File: src/rtl/up_counter_mod.sv
// Modulo-MODULUS up counter behind an enable prescaler, with synchronous clear/load,
// a combinational terminal count for cascading, a registered carry pulse and a sticky overflow.
module up_counter_mod #(
  parameter int              WIDTH    = 4,
  parameter longint unsigned MODULUS  = 16,
  parameter int              PRESCALE = 1
) (
  input  logic             clk,
  input  logic             reset,
  input  logic             en,
  input  logic             clear,
  input  logic             load,
  input  logic [WIDTH-1:0] load_val,
  output logic [WIDTH-1:0] counter,
  output logic             tc,
  output logic             carry_out,
  output logic             overflow
);

  localparam int             PW   = (PRESCALE > 1) ? $clog2(PRESCALE) : 1;
  localparam logic [PW-1:0]  PMAX = PW'(PRESCALE - 1);
  localparam logic [WIDTH-1:0] MAXV = WIDTH'(MODULUS - 64'd1);

  if (MODULUS < 2 || MODULUS > (64'd1 << WIDTH) || PRESCALE < 1 ||
      WIDTH < 1 || WIDTH > 32 || PRESCALE > 65536) begin : g_param_err
    $fatal(1, "up_counter_mod: illegal WIDTH/MODULUS/PRESCALE combination");
  end

  logic [PW-1:0] presc;
  logic          step;
  logic          at_max;

  // With PRESCALE=1 the prescaler is pinned at 0 == PMAX, so step collapses to en.
  assign step   = en && (presc == PMAX);
  assign at_max = (counter == MAXV);
  // Exposed before the edge so a downstream stage can use it directly as its enable.
  assign tc     = step && at_max && !clear && !load;

  always_ff @(posedge clk or posedge reset) begin
    if (reset) begin
      counter   <= '0;
      presc     <= '0;
      carry_out <= 1'b0;
      overflow  <= 1'b0;
    end else if (clear) begin
      counter   <= '0;
      presc     <= '0;
      carry_out <= 1'b0;
      overflow  <= 1'b0;
    end else if (load) begin
      // Out-of-range load values saturate so the counter never leaves 0..MODULUS-1.
      counter   <= (load_val > MAXV) ? MAXV : load_val;
      presc     <= '0;
      carry_out <= 1'b0;
    end else if (step) begin
      presc <= '0;
      if (at_max) begin
        counter   <= '0;
        carry_out <= 1'b1;
        overflow  <= 1'b1;
      end else begin
        counter   <= counter + WIDTH'(1);
        carry_out <= 1'b0;
      end
    end else if (en) begin
      presc     <= presc + PW'(1);
      carry_out <= 1'b0;
    end else begin
      carry_out <= 1'b0;
    end
  end

endmodule
File: config.mk
export PLATFORM = sky130hd
export DESIGN_NAME = up_counter_mod
export DESIGN_NICKNAME = d
export VERILOG_FILES = /design/src/rtl/up_counter_mod.sv
export SDC_FILE = /design/constraint.sdc
export NUM_CORES = 1
export LEC_CHECK = 0
export ABC_CLOCK_PERIOD_IN_PS = 1200
export CAP_MARGIN = 25
export CORE_MARGIN = 2
export CORE_UTILIZATION = 25
export DETAILED_ROUTE_END_ITERATION = 8
export HOLD_SLACK_MARGIN = 0.03
export SLEW_MARGIN = 40
export SYNTH_ARGS = -nofsm -noshare
export SYNTH_HDL_FRONTEND = slang
export SYNTH_SLANG_ARGS = --single-unit
export TNS_END_PERCENT = 10
File: constraint.sdc
create_clock -name clk -period 1.2 [get_ports clk]
set_input_delay 0.24 -clock clk [delete_from_list [all_inputs] [get_ports clk]]
set_output_delay 0.24 -clock clk [all_outputs]
set_load 0.01 [all_outputs]
==> results of run 1 <==
==> logic make-up after synthesis <==
group / after synthesis / share of synthesized area (%)
DFF: 7 / 41.5
buffers and inverters: 5 / 8.01
and+or+nand+nor: 17 / 26.1
muxes: 1 / 2.37
adders and majority gates: 1 / 2.97
AOI/OAI and AO/OA: 10 / 19.0
==> sequential cells by signal, indices dropped and copies added, names as in the netlist <==
register   cells
carry_out      1
counter        4
overflow       1
presc          1
==> layout make-up <==
| cell class | instances | area [um2] | share of cell area [%] |
|---|---|---|---|
| multi-input cells | 29 | 263 | 36.2 |
| repair buffers | 27 | 229 | 31.6 |
| flip-flops and latches | 7 | 176 | 24.3 |
| clock buffers | 4 | 26.3 | 3.62 |
| well taps | 16 | 20.0 | 2.76 |
| inverters | 3 | 11.3 | 1.55 |
==> synthesized netlist by cell type <==
cell type / n / area [um2]
a211oi_1: 1 / 7.51
a21o_1: 1 / 7.51
nor4b_1: 3 / 26.3
nor3b_1: 1 / 7.51
mux2i_1: 1 / 10.0
nor2_1: 4 / 15.0
nand3_1: 2 / 10.0
o31ai_1: 3 / 22.5
a21oi_1: 2 / 10.0
dfrtp_1: 7 / 175
a22oi_1: 1 / 7.51
buf_6: 2 / 22.5
ha_1: 1 / 12.5
o41ai_2: 1 / 16.3
nor2b_4: 1 / 13.8
nor3_4: 1 / 16.3
nand2_1: 4 / 15.0
inv_1: 3 / 11.3
nor2b_1: 1 / 6.26
a22o_1: 1 / 8.76
==> power breakdown <==
part / leakage [nW] / internal, mW / switching, mW
clock network: 0.0150 / 0.128 / 0.0998
logic: 0.236 / 0.101 / 0.0799
registers: 0.0924 / 0.249 / 0.00946
total: 0.343 / 0.478 / 0.189
==> metrics by stage <==
| step | worst slack, ns | utilization [%] |
|---|---|---|
| finish | -0.292 | 47.1 |
| global route | -0.369 | 47.1 |
| CTS | -0.316 | 46.8 |
| detailed placement | -0.658 | 43.0 |
| global placement | -0.634 | 43.0 |
| floorplan | -0.121 | - |
==> what timing repair did <==
item                       4_1_cts  5_1_grt
pin swaps                        3        0
hold buffers                     0        0
setup endpoints to repair       13        9
setup buffers                    2        0
gates resized for setup         29        1
gates cloned                     0        0
==> how the worst max path moves through the flow <==
stage | from | endpoint | slack [ns] | cells after the start
detailed placement | en | tc | -0.66 | 4
finish | counter[1]$_DFFE_PP0P_ | tc | -0.29 | 4
CTS | counter[1]$_DFFE_PP0P_ | tc | -0.32 | 4
global route | counter[1]$_DFFE_PP0P_ | tc | -0.37 | 4
floorplan | counter[1]$_DFFE_PP0P_ | tc | -0.12 | 3
global placement | en | tc | -0.63 | 4
==> placed cells by master, fill, tap and decap left out, types with 2 or more instances in the layout <==
| cell | instances |
|---|---|
| buf_2 | 4 |
| dlygate4sd2_1 | 3 |
| clkdlybuf4s50_1 | 7 |
| nand2_1 | 4 |
| buf_6 | 3 |
| inv_1 | 3 |
| nor2_1 | 4 |
| buf_4 | 9 |
| a21oi_1 | 2 |
| clkbuf_4 | 3 |
| nor4b_1 | 2 |
| dfrtp_1 | 6 |
| o31ai_1 | 3 |
==> routing by layer <==
layer / vias to the layer above / GRT usage, % / part of all wire, % / routed length [um]
met3: 4 / 1.20 / 4.1 / 43
met4: 0 / 10.6 / 2.8 / 29
met5: - / 0 / 0 / 0
met1: 202 / 17.7 / 46 / 486
met2: 14 / 20.0 / 47 / 491
li1: 212 / - / - / -
==> critical path, stage by stage (launching register included) <==
cell and delay, ns:
dfrtp_1 0.38, ha_4 0.16, nand3_4 0.08, nor4b_4 0.20, buf_2 0.17
==> flow_summary.yaml, run 1 <==
global_route:
  grt_max_degree: 12
  grt_pass1_wl_um: 1870
  antenna_found_initial: 0
  overflow: 0
  grt_pass1_vias: 408
  grtUsageTotal_pct: 13.4
placement:
  placed_area_um2: 663
  place_congestion: 0.814
  dp_hpwl_um: 763
  dp.cells: 80
  io_buffers: 15
timing:
  fin_crit_sh_pct: 124
  hold_viol_final: 0
  finalMaxSlewViolations: 0
  worst_slack_ns: -0.292
  finalHoldWorstSlack_ns: 0.225
  min_period_ns: 1.49
  fin_setup_tns_ns: -0.518
  worst_slew_pin_slew_ns: 0.313
  setup_viol: 7
  rsz0062_at_grt: "yes"
  max_freq_mhz: 670
  relSlewSlack_pct: 79.1
  fin_skew_ns: 0.000267
clock_network:
  clk_latency_ns: 0.26
  cts_buffer_depth: 2
  tritoncts: "done"
  cts_buffers: 3
  cts.sinks: 7
  root_buffer: "clkbuf_4"
  h-tree-depth: 1
  clk_pin_slew_ns: 0.06
finish:
  antenna_cells: 0
  drive_above_1_share_pct: 41.4
  synthToLayoutAreaGrowth_pct: 72.1
  fillers: 161
  fin_cells: 86
  nNetsFinal: 81
  postLayoutCellArea_um2: 726
power:
  p_total_uw: 668
  ir_drop_mv: 0.436
  p_per_area_nw_per_um2: 920
  p_leak_nw: 0.343
synth:
  synth_seq_area_share_pct: 41.5
  syn_area_um2: 422
  ys_warn_count: 0
  ys_types: 20
  syn-instance-count: 41
  ys_ff_latch: 7
  syn_nets: 51
  syn_area_per_cell_um2: 10.3
critical_path:
  r2r_slack_ns: -0.08
  end_kind: "output pin"
  rr_startpoint: "counter[0]$_DFFE_PP0P_"
  path_class: "flop to output pin"
  cp-start-kind: "flop"
  critPathRequiredTime_ns: 0.96
  critPathArrivalTime_ns: 1.25
  r2r_end: "counter[3]$_DFFE_PP0P_"
  critPathMaxFanout: 2
  r2r_cells: 6
detailed_routing:
  viasPerCell: 5.02
  drt-initial-drc-count: 3
  avgRoutedWirePerCell_um: 12.2
  dr.pass1.iters: 4
  drc_errors: 0
  routed_wl_um: 1050
  vias: 432
  ant_nets: 0
floorplanning:
  die_h_um: 45.1
  start_util_pct: 27.4
  die_area_um2: 2030
  die_w_um: 45.1
  fp.coreArea_um2: 1540
  io_pins: 16
  num_rows: 14
min_path:
  hp-class: "input pin to async pin"
run_status:
  outcome: "complete, but fails checks"
  failed_checks: "negative setup slack"
run:
  maxCapViolations: 0
(Power assumes the default switching activity.)
==> run 2, diff against run 1 <==
SKIP_LAST_GASP = 1   (was not set)
==> run 2 against run 1 <==
Compared with the run above: the run still ends with negative setup slack left; largest cell class unchanged; clock power about the same; cell count unchanged; power increased by 0.52%; fmax decreased by 1.6%; sequential share of layout area increased by 0.21 points; via count decreased by 0.69%; critical path depth decreased by 2.
==> flow_summary.yaml, run 2 (same netlist as run 1, synthesis figures left out) <==
global_route:
  grt_pass1_vias: 402
  overflow: 0
  antenna_found_initial: 0
  grt_max_degree: 12
  use_met3_pct: 1.20
  grt_pass1_wl_um: 1880
  grtUsageTotal_pct: 13.4
  grt-busiest-layer: "met2"
  use_met1_pct: 17.7
  grtUsageMet2_pct: 20.0
floorplanning:
  start_util_pct: 27.4
  die_h_um: 45.1
  die_area_um2: 2030
  fp.coreArea_um2: 1540
  io_pins: 16
  num_rows: 14
  die_w_um: 45.1
critical_path:
  path_class: "flop to output pin"
  critPathArrivalTime_ns: 1.28
  rr_startpoint: "counter[0]$_DFFE_PP0P_"
  critPathRequiredTime_ns: 0.96
  cp-start-kind: "flop"
  r2r_slack_ns: -0.20
  cp-endpoint: "counter[2]"
  r2r_cells: 6
  cp-startpoint: "counter[2]$_DFFE_PP0P_"
  end_kind: "output pin"
  critPathMaxFanout: 6
  r2r_end: "counter[3]$_DFFE_PP0P_"
placement:
  place_congestion: 0.814
  io_buffers: 15
  placed_area_um2: 663
  dp_hpwl_um: 763
finish:
  multi_input_area_um2: 253
  fillers: 158
  final_cell_mix: "clkdlybuf4s50_1 (12), buf_4 (12), dfrtp_1 (6), nor2_1 (4), nand2_1 (4)"
  largest_reg_flops: 4
  largest-register: "counter"
  synthToLayoutAreaGrowth_pct: 70.6
  postLayoutCellArea_um2: 719
  nNetsFinal: 81
  final_util_pct: 46.7
  regArea_um2: 176
  antenna_cells: 0
  drive_above_1_share_pct: 32.9
detailed_routing:
  viasPerCell: 4.99
  vias: 429
  drt-initial-drc-count: 9
  avgRoutedWirePerCell_um: 12.2
  routed_wl_um: 1050
  dr.pass1.iters: 4
  drc_errors: 0
  ant_nets: 0
clock_network:
  cts_buffers: 3
  clk_pin_slew_ns: 0.06
  clk_latency_ns: 0.26
  holdBufCountCts: 0
  h-tree-depth: 1
  cts_buffer_depth: 2
  tritoncts: "done"
  cts.sinks: 7
  root_buffer: "clkbuf_4"
power:
  p_int_uw: 481
  seqPwrFrac_pct: 38.6
  p_leak_nw: 0.329
  p_per_area_nw_per_um2: 933
  p_sw_share_pct: 28.3
  ir_drop_mv: 0.435
  pwr-share-comb_pct: 27.0
  p_switching_uw: 190
  clkPwrFrac_pct: 34.4
timing:
  relSlewSlack_pct: 79.3
  worst_slew_pin_slew_ns: 0.309
  min_period_ns: 1.52
  rsz0062_at_grt: "yes"
  fin_crit_sh_pct: 126
  fin_skew_ns: 0.000958
  worst_slack_ns: -0.316
  hold_viol_final: 0
  max_freq_mhz: 660
  setup_viol: 11
  finalMaxSlewViolations: 0
  finalHoldWorstSlack_ns: 0.218
run:
  maxCapViolations: 0
run_status:
  outcome: "complete, but fails checks"
  failed_checks: "negative setup slack"
min_path:
  hp-class: "input pin to async pin"
[run 2: worst min path at each step]
stage / from / to / depth (start not counted)
2_1_floorplan: reset / carry_out$_DFF_PP0_ / 1
3_3_place_gp: overflow$_DFFE_PP0P_ / overflow$_DFFE_PP0P_ / 2
3_5_place_dp: overflow$_DFFE_PP0P_ / overflow$_DFFE_PP0P_ / 2
4_1_cts: reset / presc$_DFFE_PP0P_ / 2
5_1_grt: reset / presc$_DFFE_PP0P_ / 2
6_report: reset / presc$_DFFE_PP0P_ / 2
[run 2: power groups by stage]
stage,combinational (mW),clock (mW),sequential (mW)
after detailed placement,0.172,0,0.261
final,0.181,0.231,0.259
after global placement,0.170,0,0.260
after CTS,0.183,0.238,0.259
after global routing,0.203,0.255,0.260
after floorplan,0.0658,0,0.275
[run 2: cell type report]
class	count	share of cell area (%)
clock buffers	4	3.65
inverters	3	1.57
multi-input cells	29	35.1
flip-flops and latches	7	24.5
well taps	16	2.78
repair buffers	27	32.3
[run 2: metal layers]
layer | wire [um] | share of wire [%] | up-vias
li1 | - | - | 212
met1 | 491 | 47 | 198
met2 | 467 | 45 | 14
met3 | 51 | 4.9 | 5
met4 | 39 | 3.7 | 0
met5 | 0 | 0 | -
[run 2: through the flow]
| stage | TNS, ns | cells | power [mW] | worst slack, ns |
|---|---|---|---|---|
| 2_1_floorplan | -0.215 | 41 | 0.341 | -0.121 |
| 3_3_place_gp | -2.53 | 80 | 0.430 | -0.634 |
| 3_5_place_dp | -2.67 | 80 | 0.432 | -0.658 |
| 4_1_cts | -1.99 | 86 | 0.680 | -0.316 |
| 5_1_grt | -2.60 | 86 | 0.718 | -0.369 |
| 6_report | -1.92 | 86 | 0.671 | -0.316 |
[run 2: worst max-delay path: stages, from the launching register on]
cell             delay [ns]
dfrtp_1                0.34
buf_4                  0.14
clkdlybuf4s50_1        0.53
[run 2: repair_timing]
item                       CTS  global route
setup buffers                2             0
setup endpoints to repair   13            14
gates resized for setup      9             0
